==> src/rtl/awg_pkg.sv <==
// rtl/awg_pkg.sv - shared constants and state type for the AWG parameter scheduler
package awg_pkg;

   localparam int AWG_DATA_W = 32;
   localparam int AWG_SEL_W  = 8;

   localparam logic [1:0] AWG_ADDR_SEL    = 2'd0;
   localparam logic [1:0] AWG_ADDR_ADDER  = 2'd1;
   localparam logic [1:0] AWG_ADDR_AMP    = 2'd2;
   localparam logic [1:0] AWG_ADDR_COMMIT = 2'd3;

   localparam int DIRTY_SEL   = 0;
   localparam int DIRTY_ADDER = 1;
   localparam int DIRTY_AMP   = 2;

   typedef enum logic [1:0] {
      ST_IDLE    = 2'd0,
      ST_ARMED   = 2'd1,
      ST_AMP_REQ = 2'd2
   } sched_state_t;

endpackage

==> src/rtl/awg_wrap_timer.sv <==
// rtl/awg_wrap_timer.sv - ARMED-state timeout counter, used only with AWG_SCHED_WRAP_TIMEOUT_EN
module awg_wrap_timer #(
   parameter int LIMIT = 1048576
) (
   input  logic clk,
   input  logic reset_n,
   input  logic clear,
   input  logic enable,
   output logic expire
);

   localparam int CNT_W = (LIMIT > 1) ? $clog2(LIMIT) : 1;

   logic [CNT_W-1:0] count;

   // expire lands on the LIMIT-th enabled cycle after the last clear
   assign expire = enable && (count == CNT_W'(LIMIT - 1));

   always_ff @(posedge clk or negedge reset_n) begin
      if (!reset_n) begin
         count <= '0;
      end else if (clear) begin
         count <= '0;
      end else if (enable && !expire) begin
         count <= count + CNT_W'(1);
      end
   end

endmodule

==> src/rtl/awg_param_scheduler.sv <==
// rtl/awg_param_scheduler.sv - shadowed waveform parameters committed on phase wrap, amplitude handed to I2C
// Optional forced commit after WRAP_TIMEOUT cycles in ARMED: AWG_SCHED_WRAP_TIMEOUT_EN
module awg_param_scheduler
   import awg_pkg::*;
#(
   parameter int DATA_W       = AWG_DATA_W,
   parameter int SEL_W        = AWG_SEL_W,
   parameter int WRAP_TIMEOUT = 1048576
) (
   input  logic              clk,
   input  logic              reset_n,
   input  logic              cmd_valid,
   output logic              cmd_ready,
   input  logic [1:0]        cmd_addr,
   input  logic [DATA_W-1:0] cmd_data,
   input  logic              phase_wrap,
   output logic [SEL_W-1:0]  signal_number,
   output logic [DATA_W-1:0] adder,
   output logic              amp_req,
   output logic [DATA_W-1:0] amp_data,
   input  logic              amp_ack,
   output logic              busy,
   output logic              commit_done
);

   sched_state_t      state, state_nxt;
   logic [SEL_W-1:0]  sh_sel;
   logic [DATA_W-1:0] sh_adder;
   logic [DATA_W-1:0] sh_amp;
   logic [2:0]        dirty;
   logic              cmd_fire, wr_shadow, wr_commit, apply;

   // Status outputs decode straight from state so reset drops them without a clock
   assign cmd_ready = (state == ST_IDLE);
   assign busy      = (state != ST_IDLE);
   assign amp_req   = (state == ST_AMP_REQ);

   assign cmd_fire  = cmd_valid && cmd_ready;
   assign wr_shadow = cmd_fire && (cmd_addr != AWG_ADDR_COMMIT);
   assign wr_commit = cmd_fire && (cmd_addr == AWG_ADDR_COMMIT);

`ifdef AWG_SCHED_WRAP_TIMEOUT_EN
   logic timeout;

   awg_wrap_timer #(
      .LIMIT (WRAP_TIMEOUT)
   ) u_wrap_timer (
      .clk    (clk),
      .reset_n(reset_n),
      .clear  (state != ST_ARMED),
      .enable (state == ST_ARMED),
      .expire (timeout)
   );

   assign apply = (state == ST_ARMED) && (phase_wrap || timeout);
`else
   logic unused_wrap_timeout;
   assign unused_wrap_timeout = ^WRAP_TIMEOUT;
   assign apply = (state == ST_ARMED) && phase_wrap;
`endif

   always_comb begin
      state_nxt = state;
      unique case (state)
         ST_IDLE: begin
            if (wr_commit && (dirty != '0)) state_nxt = ST_ARMED;
         end
         ST_ARMED: begin
            if (apply) state_nxt = dirty[DIRTY_AMP] ? ST_AMP_REQ : ST_IDLE;
         end
         ST_AMP_REQ: begin
            if (amp_ack) state_nxt = ST_IDLE;
         end
         default: state_nxt = ST_IDLE;
      endcase
   end

   always_ff @(posedge clk or negedge reset_n) begin
      if (!reset_n) begin
         state         <= ST_IDLE;
         sh_sel        <= '0;
         sh_adder      <= '0;
         sh_amp        <= '0;
         dirty         <= '0;
         signal_number <= '0;
         adder         <= '0;
         amp_data      <= '0;
         commit_done   <= 1'b0;
      end else begin
         state       <= state_nxt;
         commit_done <= (wr_commit && (dirty == '0))
                     || (apply && !dirty[DIRTY_AMP])
                     || (amp_req && amp_ack);

         if (wr_shadow) begin
            case (cmd_addr)
               AWG_ADDR_SEL: begin
                  sh_sel             <= cmd_data[SEL_W-1:0];
                  dirty[DIRTY_SEL]   <= 1'b1;
               end
               AWG_ADDR_ADDER: begin
                  sh_adder           <= cmd_data;
                  dirty[DIRTY_ADDER] <= 1'b1;
               end
               default: begin
                  sh_amp             <= cmd_data;
                  dirty[DIRTY_AMP]   <= 1'b1;
               end
            endcase
         end

         // Shadows are only writable in IDLE, so apply never collides with a shadow write
         if (apply) begin
            signal_number <= sh_sel;
            adder         <= sh_adder;
            amp_data      <= sh_amp;
            dirty         <= '0;
         end
      end
   end

endmodule

==> config.mk <==
export PLATFORM = sky130hd
export DESIGN_NAME = awg_param_scheduler
export DESIGN_NICKNAME = d
export VERILOG_FILES = /design/src/rtl/awg_pkg.sv /design/src/rtl/awg_wrap_timer.sv /design/src/rtl/awg_param_scheduler.sv
export SDC_FILE = /design/constraint.sdc
export NUM_CORES = 1
export LEC_CHECK = 0
export CAP_MARGIN = 15
export CORE_MARGIN = 2
export CORE_UTILIZATION = 55
export DETAILED_ROUTE_END_ITERATION = 6
export PLACE_DENSITY = 0.84
export SYNTH_ARGS = -nofsm -noshare
export SYNTH_HDL_FRONTEND = slang
export SYNTH_SLANG_ARGS = --single-unit
==> constraint.sdc <==
create_clock -name clk -period 5.2 [get_ports clk]
set_clock_uncertainty 0.2 [all_clocks]
set_input_delay 0.78 -clock clk [delete_from_list [all_inputs] [get_ports clk]]
set_output_delay 0.78 -clock clk [all_outputs]
set_load 0.03 [all_outputs]
Word-level counts from Yosys, hierarchy flattened
Index checks and enable logic that the tools add are counted.
- register bits: 150
- latch bits: 0
- RAM bits: 0
- bits in read-only memories: 0
- memories: 0
- add/sub/neg operators: 0
- multipliers: 0
- divide/modulo/power cells: 0
- $lt $le $gt $ge: 0
- equal/unequal tests: 9
- shift-type cells: 0
- multiplexer cells: 10
- bitwise gates (word level): 1
- reduce and logical (&&, ||, !) cells: 27
- operators with widths (operator ; count):
    $reduce_and A2 Y1 ; 6
    $logic_and A1 B1 Y1 ; 8
    $mux W2 ; 4
    $reduce_bool A2 Y1 ; 4
    $mux W3 ; 2
    $ne A2 B1 Y1 const B ; 3
    $pmux W2 S3 ; 1
    $eq A2 B1 Y1 const B ; 2
    $eq A2 B2 Y1 const B ; 2
    $logic_not A2 Y1 ; 2
    $ne A2 B2 Y1 const B ; 2
    $logic_not A3 Y1 ; 1
    $mux W1 ; 3
    $reduce_and A3 Y1 ; 1
    $reduce_bool A3 Y1 ; 1
    $logic_or A1 B1 Y1 ; 2
    $reduce_or A2 Y1 ; 1
    $logic_not A1 Y1 ; 1
    $not A1 Y1 ; 1

Logic depth before layout (Yosys ltp)
- depth after elaboration: 6
- depth in mapped cells: 5
- depth with buffers taken out: 3

Least setup slack after synthesis
OpenSTA, ideal clock, no wires.
- path kind: input to register
- start point: input port cmd_addr[0]
- end point: register sh_sel[0]
- library setup time: 0.125 ns
- arrival time: 1.672 ns
- data required time: 4.875 ns
- slack: 3.203 ns
- stages on the path: 4
- cell sequence: nor4b_2 -> nor2b_1 -> buf_4 -> mux2_2
- cells in the longest elaborated chain, start to end: 3
- elaborated cells between the ends (all ways): 4
- RTL lines (what ; RTL line ; RTL):
    start: declaration ; awg_param_scheduler.sv:14 ; input logic [1:0] cmd_addr,
    $ne A2 B2 Y1 ; awg_param_scheduler.sv:39 ; assign wr_shadow = cmd_fire && (cmd_addr != AWG_ADDR_COMMIT);
    $logic_and A1 B1 Y1 ; awg_param_scheduler.sv:39 ;
    $reduce_and A2 Y1 (no line) * ; - ;
    end signal: assignment ; awg_param_scheduler.sv:98 ; sh_sel <= cmd_data[SEL_W-1:0];
    end: declaration ; awg_param_scheduler.sv:27 ; logic [SEL_W-1:0] sh_sel;
Mark *: on every way between the ends. The rest lies on a longest branch, timed or not.
A chain may end at the register's enable or synchronous reset.

Worst setup path after layout
- start point: register state[1]
- end point: output port amp_req
- cells in the longest elaborated chain, start to end: 1
- RTL lines (what ; RTL line ; RTL):
    start: declaration ; awg_param_scheduler.sv:26 ; sched_state_t state, state_nxt;
    start signal: assignment ; awg_param_scheduler.sv:90 ; state <= state_nxt;
    $eq A2 B2 Y1 ; awg_param_scheduler.sv:36 ; assign amp_req = (state == ST_AMP_REQ);
    end: declaration ; awg_param_scheduler.sv:19 ; output logic amp_req,
Every way passes these cells.

==> summary.txt <==
Status
  – Status: finished, final reports clean

Worst setup path
  – R2r setup slk: approximately 2800 ps
  – CP arrival: roughly 1900 ps
  – Critical path data required time: 4220 ps
  – Critical Path Source Type: flip-flop
  – Worst R2R Path Depth: 3
  – Kind of critical path: flip-flop to output port
  – CP Capture Type: output port
  – Worst Path Max Fanout: 5
  – FF-to-FF End: signal_number[5]$_DFFE_PN0N_
  – Reg2reg start: state[1]$_DFFE_PN0P_

Floorplanning
  – Core area: roughly 10000 um^2
  – Die width: about 110 um
  – Starting Density: 0.563
  – Row count: 37
  – Die area: between 10000 and 15000 um^2
  – Die Y: roughly 110 um
  – I/O pin total: roughly 120

Timing
  – Setup_tns: 0 ps
  – Min Clock Period, post-route: between 2000 and 3000 ps
  – Final WS setup: about 2300 ps
  – Unrepaired setup endpoints after global routing: false
  – Fin Hold WS: 167 ps
  – Worst slew margin: 0.307
  – Hold Violations, Final: 0
  – Fmax achieved: around 340 MHz
  – Max Slew Vio Count: 0
  – Final setup fails: 0
  – Final worst path period share: 0.560
  – Worst-margin pin slew: approximately 1000 ps

Detailed routing
  – Routed length per placed instance: roughly 18 um
  – DRC errors left: 0
  – Avg Vias per Cell: 5.25
  – DRT iter0 DRCs: roughly 140
  – Post-Route WL: roughly 11 mm
  – Via count: 3147
  – Routed Antenna Nets: 0
  – Iteration count of the initial detailed-routing pass: 4

Yosys
  – Syn Area/Cell: around 17 um^2
  – Ys async rst share: 1.00
  – Synth Warn #: 0
  – Synth Net Count: 370
  – Post-synthesis cell type count: 23
  – Cell count after synthesis: 331
  – Sequential fraction of the synthesis area: 0.649
  – Yosys reg bits: 150
  – Top FF cell, synth: dfrtp_1
  – Post-synthesis cell area: ~5800 um^2
  – Post-synth EDFFs: 0

Power
  – Worst vdd rail ir drop: 405 uV
  – Pwr Total: slightly below 5 mW
  – Leak: between 3 and 4 nW
  – Pwr per Cell Area: ~650 nW/um^2

Finish
  – Nets@finish: between 400 and 500
  – Multi-input logic area: around 1900 um^2
  – Fill count: 684
  – Area Growth Syn to Fin: 30.5%
  – Ant. Diodes: 0
  – Fin util: 0.734
  – Layout cells sized above 1: 0.371
  – Final cell count without fillers: 600
  – Reg area: ~3800 um^2
  – Fin area: roughly 7500 um^2

CTS
  – Clock Latency Late Sink: 530 ps
  – CTS Sinks: 150
  – H-tree levels: 4
  – CTS root buf: clkbuf_8
  – Clock buffer depth: 2
  – Cts repair resizes: 0
  – CTS tree: built
  – Post-CTS Setup Inserts: 0
  – Post-CTS Hold Fix Bufs: 0
  – Clk slew on worst S/H paths: 60 ps
  – TritonCTS Buffers: 17

Placement
  – Placed cells: ~570
  – Post-DP HPWL: 6.78 mm
  – Buffers on Ports: 114
  – Post-DP Area: 6990 um^2
  – Pre-CTS setup slack: approximately 2000 ps
  – Gpl congestion: just over 0.7

GRT
  – Gr usage total: 0.207
  – Grt ovf: 0
  – Vias in the first global route: around 3300
  – First-pass GRT wire length: about 18 mm
  – Pin count of the biggest net entering global routing: ~110
  – Initial antenna violation count: 0

Flow run
  – Max Cap Viol: 0

Hold path
  – Worst hold path class: primary input to async pin
-- sequential cells by signal, summed over array words and instances, names as in the netlist --
register / cells
adder: 32
state: 2
signal_number: 8
sh_amp: 32
sh_adder: 32
amp_data: 32
commit_done: 1
dirty: 3
sh_sel: 8
-- Yosys cell counts (2+ instances only) --
| master | number | area share |
|---|---|---|
| o21a_1 | 2 | 0.0026 |
| buf_2 | 5 | 0.0043 |
| mux2_2 | 106 | 0.21 |
| dfrtp_1 | 150 | 0.65 |
| mux2_1 | 5 | 0.0097 |
| nor2b_1 | 2 | 0.0022 |
| buf_6 | 9 | 0.018 |
| buf_4 | 2 | 0.0026 |
| inv_1 | 4 | 0.0026 |
| mux2_4 | 33 | 0.086 |
-- cells by family (layout without fill, tap and decap cells) --
kind of cell | Yosys count | after routing | synth area share
buffers and inverters | 20 | 153 | 0.0270
AO/OA/AOI/OAI | 6 | 6 | 0.00844
multiplexers | 144 | 144 | 0.302
AND/OR/NAND/NOR | 11 | 11 | 0.0136
flip-flops | 150 | 150 | 0.649
-- cell usage in the layout (no fill, tap or decap), types with 4 or more instances in the layout --
| master | Yosys | layout |
|---|---|---|
| mux2_1 | 5 | 5 |
| clkbuf_1 | 0 | 7 |
| clkbuf_16 | 0 | 16 |
| clkdlybuf4s50_1 | 0 | 113 |
| mux2_4 | 33 | 33 |
| mux2_2 | 106 | 106 |
| dfrtp_1 | 150 | 150 |
| inv_1 | 4 | 4 |
| clkbuf_8 | 0 | 7 |
-- cell type report --
cell class                      count  area share
Tap cell                          136      0.0225
Multi-Input combinational cell    161       0.248
Sequential cell                   150       0.497
Clock buffer                       30      0.0693
Timing Repair Buffer              117       0.156
Clock inverter                      2     0.00464
Inverter                            4     0.00199
-- critical path: stages (launching register included) --
cell,delay (ps)
dfrtp_1,440
nor2b_1,240
clkdlybuf4s50_1,730
-- metal layers --
| metal | vias to the layer above | track usage | share of wire | wire (um) |
|---|---|---|---|---|
| met5 | - | 0 | 0 | 0 |
| met4 | 0 | 0.0751 | 0.012 | 129 |
| met3 | 12 | 0.0754 | 0.054 | 588 |
| met2 | 85 | 0.320 | 0.49 | 5310 |
| met1 | 1636 | 0.272 | 0.44 | 4770 |
| li1 | 1414 | - | - | - |
-- report_power, final --
part	switching (mW)	internal (mW)	total, mW
Sequential	0.264	1.66	1.92
Combinational	0.917	0.934	1.85
Clock	0.430	0.712	1.14
-- worst max path at each step --
stage,from,to,depth (start not counted)
after CTS,state[1]$_DFFE_PN0P_,amp_req,2
final,state[1]$_DFFE_PN0P_,amp_req,2
after detailed placement,cmd_valid,sh_sel[6]$_DFFE_PN0P_,4
after global routing,state[1]$_DFFE_PN0P_,amp_req,2
after global placement,phase_wrap,adder[6]$_DFFE_PN0N_,4
after floorplan,cmd_addr[0],sh_sel[0]$_DFFE_PN0P_,4
(Power assumes the default switching activity.)
